## config.mk

```make
export PLATFORM = sky130hd
export DESIGN_NAME = mem_access_unit
export DESIGN_NICKNAME = d
export VERILOG_FILES = /design/src/rtl/mem_access_pkg.sv /design/src/rtl/mem_lane_align.sv /design/src/rtl/mem_access_unit.sv
export SDC_FILE = /design/constraint.sdc
export NUM_CORES = 1
export LEC_CHECK = 0
export BUFFER_PORTS_ARGS = -buffer_cell sky130_fd_sc_hd__buf_2
export CELL_PAD_IN_SITES_DETAIL_PLACEMENT = 2
export CELL_PAD_IN_SITES_GLOBAL_PLACEMENT = 2
export CORE_ASPECT_RATIO = 1.25
export CORE_MARGIN = 5
export CORE_UTILIZATION = 30
export DETAILED_ROUTE_END_ITERATION = 16
export PLACE_DENSITY = 0.79
export SYNTH_ARGS = -nofsm -noshare
export SYNTH_HDL_FRONTEND = slang
export SYNTH_SLANG_ARGS = --single-unit
```

## constraint.sdc

```tcl
create_clock -name CLK -period 3.06 [get_ports CLK]
set_input_delay 0.459 -clock CLK [delete_from_list [all_inputs] [get_ports CLK]]
set_output_delay 0.459 -clock CLK [all_outputs]
set_load 0.05 [all_outputs]
```

## src/rtl/mem_access_pkg.sv

```systemverilog
// Shared encodings and request payload for the load/store memory access unit.
package mem_access_pkg;

    localparam int unsigned MEM_WORDS_DEFAULT = 128;
    localparam int unsigned DATA_W            = 32;
    localparam int unsigned STORE_LANE_W      = 16;

    localparam logic [1:0] SZ_BYTE = 2'b00;
    localparam logic [1:0] SZ_HALF = 2'b01;
    localparam logic [1:0] SZ_WORD = 2'b10;
    localparam logic [1:0] SZ_RSVD = 2'b11;

    typedef enum logic [1:0] {
        ST_IDLE = 2'd0,
        ST_RD   = 2'd1,
        ST_WR   = 2'd2,
        ST_RESP = 2'd3
    } state_t;

    // Request fields held for the life of one access; only the low half of
    // the store data is ever needed after accept (word stores write at once).
    typedef struct packed {
        logic                      write;
        logic [1:0]                size;
        logic                      is_signed;
        logic [DATA_W-1:0]         addr;
        logic [STORE_LANE_W-1:0]   wdata;
    } req_t;

    function automatic logic [DATA_W-1:0] word_index(input logic [DATA_W-1:0] addr);
        return {2'b00, addr[DATA_W-1:2]};
    endfunction

endpackage

```

## src/rtl/mem_lane_align.sv

```systemverilog
// Byte-lane steering: extracts/extends load lanes and merges sub-word store data.
module mem_lane_align
    import mem_access_pkg::*;
(
    input  logic [DATA_W-1:0]       word,
    input  logic [STORE_LANE_W-1:0] wdata,
    input  logic [1:0]              offset,
    input  logic [1:0]              size,
    input  logic                    is_signed,
    output logic [DATA_W-1:0]       load_data_c,
    output logic [DATA_W-1:0]       store_data_c
);

    logic [4:0]        byte_sh;
    logic [4:0]        half_sh;
    logic [7:0]        lane_b;
    logic [15:0]       lane_h;
    logic [DATA_W-1:0] mask;
    logic [DATA_W-1:0] ins;

    assign byte_sh = {offset, 3'b000};
    assign half_sh = {offset[1], 4'b0000};

    always_comb begin
        lane_b       = 8'(word >> byte_sh);
        lane_h       = 16'(word >> half_sh);
        load_data_c  = word;
        mask         = '0;
        ins          = '0;
        case (size)
            SZ_BYTE: begin
                load_data_c = is_signed ? {{24{lane_b[7]}}, lane_b} : {24'h0, lane_b};
                mask        = 32'h0000_00FF << byte_sh;
                ins         = 32'(wdata[7:0]) << byte_sh;
            end
            SZ_HALF: begin
                load_data_c = is_signed ? {{16{lane_h[15]}}, lane_h} : {16'h0, lane_h};
                mask        = 32'h0000_FFFF << half_sh;
                ins         = 32'(wdata) << half_sh;
            end
            default: begin
                load_data_c = word;
            end
        endcase
        // Untouched lanes keep the word just read from memory.
        store_data_c = (word & ~mask) | ins;
    end

endmodule

```

## src/rtl/mem_access_unit.sv

```systemverilog
// Load/store initiator: one request at a time, RMW for sub-word stores, registered memory strobes.
module mem_access_unit
    import mem_access_pkg::*;
#(
    parameter int unsigned MEM_WORDS = MEM_WORDS_DEFAULT
) (
    input  logic        CLK,
    input  logic        RSTn,
    input  logic        req_valid,
    output logic        req_ready,
    input  logic        req_write,
    input  logic [1:0]  req_size,
    input  logic        req_signed,
    input  logic [31:0] req_addr,
    input  logic [31:0] req_wdata,
    output logic        resp_valid,
    output logic [31:0] resp_rdata,
    output logic        resp_err,
    output logic        MemRead,
    output logic        MemWrite,
    output logic [31:0] Address,
    output logic [31:0] WriteData,
    input  logic [31:0] ReadData
);

    state_t      state, state_d;
    req_t        lat, lat_d;
    logic        ready_d;
    logic        resp_valid_d;
    logic        resp_err_d;
    logic [31:0] resp_rdata_d;
    logic        mem_read_d;
    logic        mem_write_d;
    logic [31:0] address_d;
    logic [31:0] write_data_d;
    logic        req_err_c;
    logic [31:0] load_data_c;
    logic [31:0] store_data_c;

    mem_lane_align u_align (
        .word         (ReadData),
        .wdata        (lat.wdata),
        .offset       (lat.addr[1:0]),
        .size         (lat.size),
        .is_signed    (lat.is_signed),
        .load_data_c  (load_data_c),
        .store_data_c (store_data_c)
    );

    // Misalignment, reserved size and range checks on the incoming request.
    always_comb begin
        req_err_c = 1'b0;
        case (req_size)
            SZ_BYTE: req_err_c = 1'b0;
            SZ_HALF: req_err_c = req_addr[0];
            SZ_WORD: req_err_c = (req_addr[1:0] != 2'b00);
            default: req_err_c = 1'b1;
        endcase
        if (word_index(req_addr) >= 32'(MEM_WORDS)) begin
            req_err_c = 1'b1;
        end
    end

    always_ff @(posedge CLK or negedge RSTn) begin
        if (!RSTn) begin
            state      <= ST_IDLE;
            lat        <= '0;
            req_ready  <= 1'b1;
            resp_valid <= 1'b0;
            resp_err   <= 1'b0;
            resp_rdata <= '0;
            MemRead    <= 1'b0;
            MemWrite   <= 1'b0;
            Address    <= '0;
            WriteData  <= '0;
        end else begin
            state      <= state_d;
            lat        <= lat_d;
            req_ready  <= ready_d;
            resp_valid <= resp_valid_d;
            resp_err   <= resp_err_d;
            resp_rdata <= resp_rdata_d;
            MemRead    <= mem_read_d;
            MemWrite   <= mem_write_d;
            Address    <= address_d;
            WriteData  <= write_data_d;
        end
    end

    // Next state and next values of every registered output.
    always_comb begin
        state_d      = state;
        lat_d        = lat;
        ready_d      = 1'b0;
        resp_valid_d = 1'b0;
        resp_err_d   = 1'b0;
        resp_rdata_d = '0;
        mem_read_d   = 1'b0;
        mem_write_d  = 1'b0;
        address_d    = '0;
        write_data_d = '0;
        case (state)
            ST_IDLE: begin
                ready_d = 1'b1;
                if (req_valid && req_ready) begin
                    ready_d = 1'b0;
                    lat_d   = '{write:     req_write,
                                size:      req_size,
                                is_signed: req_signed,
                                addr:      req_addr,
                                wdata:     req_wdata[STORE_LANE_W-1:0]};
                    if (req_err_c) begin
                        state_d      = ST_RESP;
                        resp_valid_d = 1'b1;
                        resp_err_d   = 1'b1;
                    end else if (req_write && (req_size == SZ_WORD)) begin
                        state_d      = ST_WR;
                        mem_write_d  = 1'b1;
                        address_d    = word_index(req_addr);
                        write_data_d = req_wdata;
                    end else begin
                        state_d    = ST_RD;
                        mem_read_d = 1'b1;
                        address_d  = word_index(req_addr);
                    end
                end
            end
            ST_RD: begin
                if (lat.write) begin
                    state_d      = ST_WR;
                    mem_write_d  = 1'b1;
                    address_d    = word_index(lat.addr);
                    write_data_d = store_data_c;
                end else begin
                    state_d      = ST_RESP;
                    resp_valid_d = 1'b1;
                    resp_rdata_d = load_data_c;
                end
            end
            ST_WR: begin
                state_d      = ST_RESP;
                resp_valid_d = 1'b1;
            end
            ST_RESP: begin
                state_d = ST_IDLE;
                ready_d = 1'b1;
            end
            default: begin
                state_d = ST_IDLE;
                ready_d = 1'b1;
            end
        endcase
    end

endmodule

```

==> metrics.txt <==
period utilization=0.777; hpwl dp=18.1 mm; Worst Path Max Fanout=17; vias in the first global route=6140; Critical-path top delay cell=nor2_1; I/O pins=about 200; synth cell count leaders=nand2_1, dfrtp_1, o2bb2ai_1; num rows=60; clk_lat worst skew=0.43 ns; H-tree Lvls=4; cell count after synthesis=583; post-route cell area=~0.0083 sq mm; Cell Chain, Critical Path=nand2b_1 > buf_4 > nor2_1 > a22oi_1 > a21oi_1; mux cell area share after synthesis=0.0554; library cells used by synthesis=48; yosys synthesis warning count=0; overall routed net length=24.6 mm; Die X=142 microns; post-synthesis compound-gate area fraction=0.145; R2R Path End=resp_rdata[13]; final worst slack=0.683 ns; core area=approximately 0.021 sq mm; post-synthesis simple-gate area fraction=0.165; largest net degree at the start of global routing=80; post-layout net count=881; clk_skew=0.00942 ns; # fillers=2345; Placement Setup Slack=0.683 ns; Adder-Cell Fraction of Synth Area=0.00766; count leader, synth=nand2_1; Yosys top cell area share=0.582; GR peak layer=met2; GRT Residual Overflow=0; unrepaired setup endpoints after global routing=no; share of layout cells above drive strength 1=0.333; count of input and output buffers=201; worst-case clock buffer depth=2; Die ar.=0.0248 sq mm; placed cell areas=about 0.0078 sq mm; synthesized cell area=0.00653 sq mm; largest family of logic cells by synthesized area=simple AND/OR/NAND/NOR gates; Post-synth EDFFs=0; # Max-Cap Violations=0; worst-margin pin slew=1.12 ns; Worst setup EP type=flop; critical path class=reg2reg; Power Density=983 mW/mm^2; first drt pass iteration count=6; # hold bufs at CTS=0; Max-slew headroom=0.252; Worst R2R Setup Slack=0.68 ns; GRT met2 Usage=0.337; GPL Wtd Cong=between 0.8 and 0.9; RR Startpoint=lat[50]; Max Freq=0.421 GHz; top_reg_cell synth=dfrtp_1; clock sinks=153; Starting DRT DRC Count=316; startpoint types=flop; Routed Antenna Nets=0; initial antenna violation count=3; average size of a mapped cell=11.2 sq um; global routing usage on met3=0.0498; vias=5559; Worst IR Drop VDD=0.000442 V; Final Max Tran Viols=0; R2R depth=5; Worst Path Required=3.40 ns; register area share after synthesis=0.586; Via density=5.21; first-pass GRT wire length=37.2 mm; asr flop ratio synth=1.00; Starting Density=0.304; Final setup viols=0; minimum clock period=2.38 ns; Syn-to-layout area delta=27.4%; Hold Violations, Final=0; CP peak stage delay=0.74 ns; Die Y=roughly 170 microns; Synth area leader=dfrtp_1; hold crit path type=in2async; GR Util met1=0.240; CTS Buf Count=17; Post-route DRC=0; CTS resizes=0; outcome=finished clean; ANT cells=0; WP data arrival=2.71 ns; Final TNS setup=0 ns; clock root buffer=clkbuf_16; Seq cells post-synth=153; Avg WL per Cell=23.0 microns; Static Leak=4.54 nW; Post-CTS Setup Inserts=0; CTS clk-pin slew, worst paths=0.06 ns; Post-Synth XOR/XNOR Area=0; GRT Total Usage=0.197; ranking of synthesized cells by area=dfrtp_1, nand2_1, o2bb2ai_1; TritonCTS clock tree=built
[critical path, delay by kind of cell (launching register included)]
family                 cells  cell delay, ns
AND/OR/NAND/NOR            2            1.02
flip-flops                 1            0.58
AO/OA/AOI/OAI              2            0.47
buffers and inverters      1            0.22
[report_power, final]
group	switching (mW)	internal [mW]	leakage, nW	total (mW)
clock	0.927	1.08	0.266	2.00
combinational	2.13	0.944	2.23	3.07
sequential	0.509	2.60	2.04	3.11
total	3.56	4.62	4.54	8.18
[worst max path at each step]
stage                      start             end  slack (ns)  cells after the start
floorplan               state[0]    WriteData[0]        1.34                      9
global placement    req_addr[22]        MemWrite        0.68                      6
detailed placement  req_addr[15]   WriteData[21]        0.68                      6
CTS                     state[1]   WriteData[21]        0.73                      7
global route             lat[49]   WriteData[31]        0.56                      4
finish                   lat[50]  resp_rdata[13]        0.68                      5
[sequential cells by signal, indices dropped and copies added, names as in the netlist]
signal and cells:
lat 52, resp_err 1, req_ready 1, WriteData 32
resp_rdata 32, MemRead 1, state 2, MemWrite 1
Address 30, resp_valid 1
[cell families after synthesis]
kind of cell	count (synthesis)
AND/OR/NAND/NOR	235
flip-flops	153
AO/OA/AOI/OAI	117
buffers and inverters	48
multiplexers	25
adder cells (fa/ha/maj)	4
other	1
[placed cells by master (no fill, tap or decap), drive strengths merged, types with 3 or more instances in the layout]
cell type / netlist / layout
a2111oi: 8 / 8
a21o: 17 / 17
a21oi: 12 / 12
a222oi: 15 / 15
a22oi: 7 / 7
a32o: 7 / 7
and3: 25 / 25
buf: 18 / 213
clkbuf: 24 / 18
clkinv: 0 / 5
clkinvlp: 0 / 3
dfrtp: 152 / 152
ha: 4 / 4
inv: 6 / 12
mux2i: 17 / 17
mux4: 8 / 8
nand2: 157 / 157
nand2b: 3 / 3
nand3: 3 / 3
nor2: 18 / 18
nor2b: 10 / 10
nor3: 6 / 6
nor4: 6 / 6
o21ai: 4 / 4
o22ai: 8 / 8
o2bb2ai: 31 / 31
[metal layers]
metal  up-vias  share of wire
met4         6          0.021
met5         -         0.0017
met1      2817           0.40
met2       243           0.51
li1       2453              -
met3        40          0.069
[final cells by class]
type	count	area (sq um)	share of cell area
Sequential cell	153	3830	0.460
Multi-Input combinational cell	383	2450	0.295
Timing Repair Buffer	213	1110	0.134
Clock buffer	18	439	0.0528
Tap cell	279	349	0.0419
Clock inverter	14	114	0.0137
Inverter	6	22.5	0.00271
[stage by stage]
stage,util,hold slack (ns),cells,power (mW)
final,0.388,0.0823,1066,8.18
after global routing,0.388,0.142,1066,8.64
after CTS,0.388,0.114,1066,8.27
after detailed placement,0.362,0.462,1034,6.23
after global placement,0.362,0.450,1034,6.11
after floorplan,-,0.163,584,5.23
No activity file was read; power rests on OpenSTA's default activity.
